<file path="src/rtl/p_mem_arbiter_pkg.sv">
// Shared types for the physical-memory arbiter: FSM states, grant owner and latched op.
// The tie-break policy itself lives in p_mem_arbiter (see ARB_ROUND_ROBIN_EN there).
package mem_arb_types;

    typedef enum logic [1:0] {
        IDLE = 2'd0,
        BUSY = 2'd1,
        RESP = 2'd2
    } arb_state_t;

    typedef enum logic {
        GRANT_I = 1'b0,
        GRANT_D = 1'b1
    } arb_grant_t;

    typedef enum logic {
        OP_READ  = 1'b0,
        OP_WRITE = 1'b1
    } arb_op_t;

endpackage

</file>
<file path="src/rtl/p_mem_arbiter.sv">
// Serialises I-cache and D-cache line requests onto one physical-memory port.
// Tie policy: fixed D priority by default, alternating when ARB_ROUND_ROBIN_EN is defined.
module p_mem_arbiter
    import mem_arb_types::*;
#(
    parameter int s_addr = 32,
    parameter int s_line = 256
) (
    input  logic              clk,
    input  logic              rst,
    input  logic              i_pmem_read,
    input  logic [s_addr-1:0] i_pmem_address,
    output logic [s_line-1:0] i_pmem_rdata,
    output logic              i_pmem_resp,
    input  logic              d_pmem_read,
    input  logic              d_pmem_write,
    input  logic [s_addr-1:0] d_pmem_address,
    input  logic [s_line-1:0] d_pmem_wdata,
    output logic [s_line-1:0] d_pmem_rdata,
    output logic              d_pmem_resp,
    output logic              pmem_read,
    output logic              pmem_write,
    output logic [s_addr-1:0] pmem_address,
    output logic [s_line-1:0] pmem_wdata,
    input  logic [s_line-1:0] pmem_rdata,
    input  logic              pmem_resp,
    output logic [1:0]        dbg_state_o,
    output logic              dbg_last_grant_o
);

    arb_state_t        state_q;
    arb_grant_t        grant_q, grant_d, last_grant_q;
    arb_op_t           op_q, op_d;
    logic [s_addr-1:0] addr_q, addr_d;
    logic [s_line-1:0] wdata_q, wdata_d;
    logic [s_line-1:0] line_q;
    logic              i_resp_q, d_resp_q;
    logic              i_req, d_req;

    assign i_req = i_pmem_read;
    assign d_req = d_pmem_read | d_pmem_write;

    // Winner and its request fields, only consumed in IDLE.
    always_comb begin
        grant_d = GRANT_D;
        if (i_req && !d_req) begin
            grant_d = GRANT_I;
        end else if (i_req && d_req) begin
`ifdef ARB_ROUND_ROBIN_EN
            grant_d = (last_grant_q == GRANT_D) ? GRANT_I : GRANT_D;
`else
            grant_d = GRANT_D;
`endif
        end
        // A D-cache asserting both strobes is a write-back.
        op_d    = (grant_d == GRANT_D && d_pmem_write) ? OP_WRITE : OP_READ;
        addr_d  = (grant_d == GRANT_D) ? d_pmem_address : i_pmem_address;
        wdata_d = (grant_d == GRANT_D) ? d_pmem_wdata : '0;
    end

    always_ff @(posedge clk) begin
        if (rst) begin
            state_q      <= IDLE;
            grant_q      <= GRANT_I;
            last_grant_q <= GRANT_D;
            op_q         <= OP_READ;
            addr_q       <= '0;
            wdata_q      <= '0;
            line_q       <= '0;
            i_resp_q     <= 1'b0;
            d_resp_q     <= 1'b0;
        end else begin
            case (state_q)
                IDLE: begin
                    if (i_req || d_req) begin
                        grant_q <= grant_d;
                        op_q    <= op_d;
                        addr_q  <= addr_d;
                        wdata_q <= wdata_d;
                        state_q <= BUSY;
                    end
                end
                BUSY: begin
                    if (pmem_resp) begin
                        line_q   <= pmem_rdata;
                        i_resp_q <= (grant_q == GRANT_I);
                        d_resp_q <= (grant_q == GRANT_D);
                        state_q  <= RESP;
                    end
                end
                RESP: begin
                    i_resp_q     <= 1'b0;
                    d_resp_q     <= 1'b0;
                    last_grant_q <= grant_q;
                    state_q      <= IDLE;
                end
                default: state_q <= IDLE;
            endcase
        end
    end

    assign pmem_read        = (state_q == BUSY) && (op_q == OP_READ);
    assign pmem_write       = (state_q == BUSY) && (op_q == OP_WRITE);
    assign pmem_address     = addr_q;
    assign pmem_wdata       = wdata_q;
    assign i_pmem_rdata     = line_q;
    assign d_pmem_rdata     = line_q;
    assign i_pmem_resp      = i_resp_q;
    assign d_pmem_resp      = d_resp_q;
    assign dbg_state_o      = state_q;
    assign dbg_last_grant_o = last_grant_q;

endmodule

</file>
<file path="config.mk">
export PLATFORM = sky130hd
export DESIGN_NAME = p_mem_arbiter
export DESIGN_NICKNAME = d
export VERILOG_FILES = /design/src/rtl/p_mem_arbiter_pkg.sv /design/src/rtl/p_mem_arbiter.sv
export SDC_FILE = /design/constraint.sdc
export NUM_CORES = 1
export LEC_CHECK = 0
export CORE_AREA = 2 2 549 551
export CTS_CLUSTER_DIAMETER = 60
export DETAILED_ROUTE_END_ITERATION = 8
export DIE_AREA = 0 0 551 553
export DONT_BUFFER_PORTS = 1
export SLEW_MARGIN = 20
export SYNTH_ARGS = -nofsm -noshare
export SYNTH_HDL_FRONTEND = slang
export SYNTH_SLANG_ARGS = --single-unit
</file>
<file path="constraint.sdc">
create_clock -name clk -period 1.7 [get_ports clk]
set_input_delay 0.255 -clock clk [delete_from_list [all_inputs] [get_ports clk]]
set_output_delay 0.255 -clock clk [all_outputs]
set_load 0.1 [all_outputs]
</file>
==> results.toml <==
[clock_tree]
cts-root-buf = "clkbuf_16"
clock-sinks = 551
cts_buffers = 91
cts_tree = "yes"
cts_htree_levels = 3
clk_pin_slew_ns = 0.06
cts_buffer_depth = 4
clk_latency_ns = 0.79

[drt]
vias_per_cell = 3.15
drc = 0
first_pass_iters = 6
drt-total-wl_um = 246000
vias = 23100
antenna_left = 0
drt-initial-drc-count = 2115
wl_per_cell_um = 33.6

[worst_setup_path]
path_class = "reg2out"
endpoint_kind = "output port"
startpoint_type = "register"
cp_data_required_time_ns = 1.44
path_max_fanout = 2
cp.arrival_ns = 1.82

[placed_design]
dpl.cell_count = 6393
place.gp.congestion = 1.03
place_worst_setup_slack_ns = -0.0726
port_buffers = 0
post-dp-hpwl_um = 204000

[worst_hold_path]
min_path_type = "in2reg"

[finish]
final_common_cell = "dlygate4sd3_1"
layout_common_cells = "dlygate4sd3_1, nand2_1, buf_12"
syn_to_final_growth_pct = 125
layout.nets = 3771
drive_gt1_frac = 0.460
final_cells = 7312

[floorplanning]
core_area_sq_um = 299000
ioPinCount = 1389
start_util = 0.0675
dieWidth_um = 551
die-area_sq_um = 305000
die_h_um = 553
rows = 201

[global_route]
grt_pass1_wl_um = 282000
grt_max_degree = 265
gr-total-overflow = 0
grt_use_total = 0.148
grt_pass1_vias = 22100
antenna_found_initial = 212

[logic_synthesis]
ys_ff_latch = 551
synthSimpleGateAreaFrac = 0.116
synth_warnings = 0
synthAdderAreaFrac = 0
syn_nets = 2737
synthArstFlopShare = 0
synth_edf_count = 0
synth-main-ff-cell = "dfxtp_1"
synth_xor_area_frac = 0
syn_inst = 2155
synthMuxAreaShare = 0.000496
synth_area_per_cell_sq_um = 9.36
ys_types = 31
seq_area_frac_synth = 0.547
synth_area_sq_um = 20200
synth_compound_area_frac = 0.192
synth_top_family_by_area = "compound AO/OA/AOI/OAI gates"

[timing]
fin_ws_ns = -0.380
max_slew_margin = 0.00914
rsz0062_at_grt = "yes"
holdWs_ns = -0.394
hold_viol_final = 108
setup_viol = 647
final.setup_skew_ns = 0.0450
drv_slew = 0
tns_ns = -75.57
period_minus_slack_ns = 2.08
fmax_mhz = 481
post-route-period-util = 1.22
worst_slew_pin_slew_ns = 1.49

[pwr]
power_mw = 51.4
p_leak_nw = 16.6
p_per_area_nw_per_um2 = 1130
ir_worst_vdd_mv = 0.755

[status]
violations = "negative hold slack, negative setup slack"
outcome = "finished with violations"

[flow_run]
cap_violations = 0
final timing paths:
kind	from	endpoint	slack, ns	depth (start not counted)
worst max-delay path	dbg_state_o[1]$_SDFFE_PP0P_	pmem_read	-0.38	4
worst max register to register	dbg_state_o[1]$_SDFFE_PP0P_	d_pmem_rdata[142]$_SDFFE_PP0P_	-0.29	9
worst min register to register	pmem_wdata[254]$_SDFFE_PP0P_	pmem_wdata[254]$_SDFFE_PP0P_	0.47	1
worst min-delay path	pmem_rdata[247]	d_pmem_rdata[247]$_SDFFE_PP0P_	-0.39	2
flip-flops by register name, indices dropped and copies added, names as in the netlist:
register and flops:
d_pmem_resp 1, dbg_last_grant_o 1, pmem_wdata 256, pmem_address 32
dbg_state_o 2, i_pmem_resp 1, grant_q 1, d_pmem_rdata 256
op_q 1
layout make-up:
| type | count | area [sq um] |
|---|---|---|
| inverter | 34 | 128 |
| multi-input combinational | 1153 | 6980 |
| clock buffer | 109 | 2440 |
| sequential | 551 | 11700 |
| tap | 3958 | 4950 |
| fill | 32800 | 253000 |
| antenna | 101 | 253 |
| timing repair buffer | 1358 | 18500 |
| clock inverter | 48 | 459 |
through the flow:
step                       util  instance area [sq um]
after floorplan               -                  20200
after global placement    0.104                  31000
after detailed placement  0.104                  31000
after CTS                 0.145                  43300
after global routing      0.151                  45300
final                     0.152                  45400
kinds of logic after synthesis:
| group | Yosys count |
|---|---|
| compound gates | 555 |
| buf+inv | 451 |
| flops | 551 |
| mux | 1 |
| simple gates | 597 |
where the power goes:
group / internal [mW] / switching (mW)
logic: 5.17 / 13.2
registers: 13.9 / 0.829
clock network: 10.7 / 7.60
total: 29.7 / 21.6
critical path, cell delays in order, from the launching register on:
cell and delay (ns):
dfxtp_4 0.34, buf_6 0.12, nor3b_4 0.22, buf_12 0.14, buf_16 0.17
layer usage:
layer / up-vias / routed length [um] / GRT usage
li1: 9337 / - / -
met1: 10800 / 73400 / 0.130
met2: 2072 / 106000 / 0.225
met3: 731 / 47700 / 0.132
met4: 168 / 17900 / 0.0885
met5: - / 1140 / 0
timing repair:
item                                    in CTS  in global routing
gates cloned                                 9                 31
endpoints found under the setup margin     866                928
setup buffers                               18                 27
pin swaps                                    2                 55
endpoints found under the hold margin      551                245
hold buffers                               573                  8
resized for setup                          879                253
synthesized netlist by cell type, drive strengths merged (2+ instances only):
cell / number / area [sq um]
a22o: 256 / 2240
buf: 380 / 2640
clkbuf: 37 / 139
a221oi: 32 / 280
inv: 33 / 124
a21oi: 261 / 1320
nor3: 34 / 181
a31oi: 2 / 12.5
o21ai: 3 / 15.0
and3b: 2 / 17.5
nor2: 3 / 13.8
nand2: 548 / 2060
dfxtp: 551 / 11000
nand3: 2 / 10.0
Note: power is estimated with default switching activity, not from simulation.
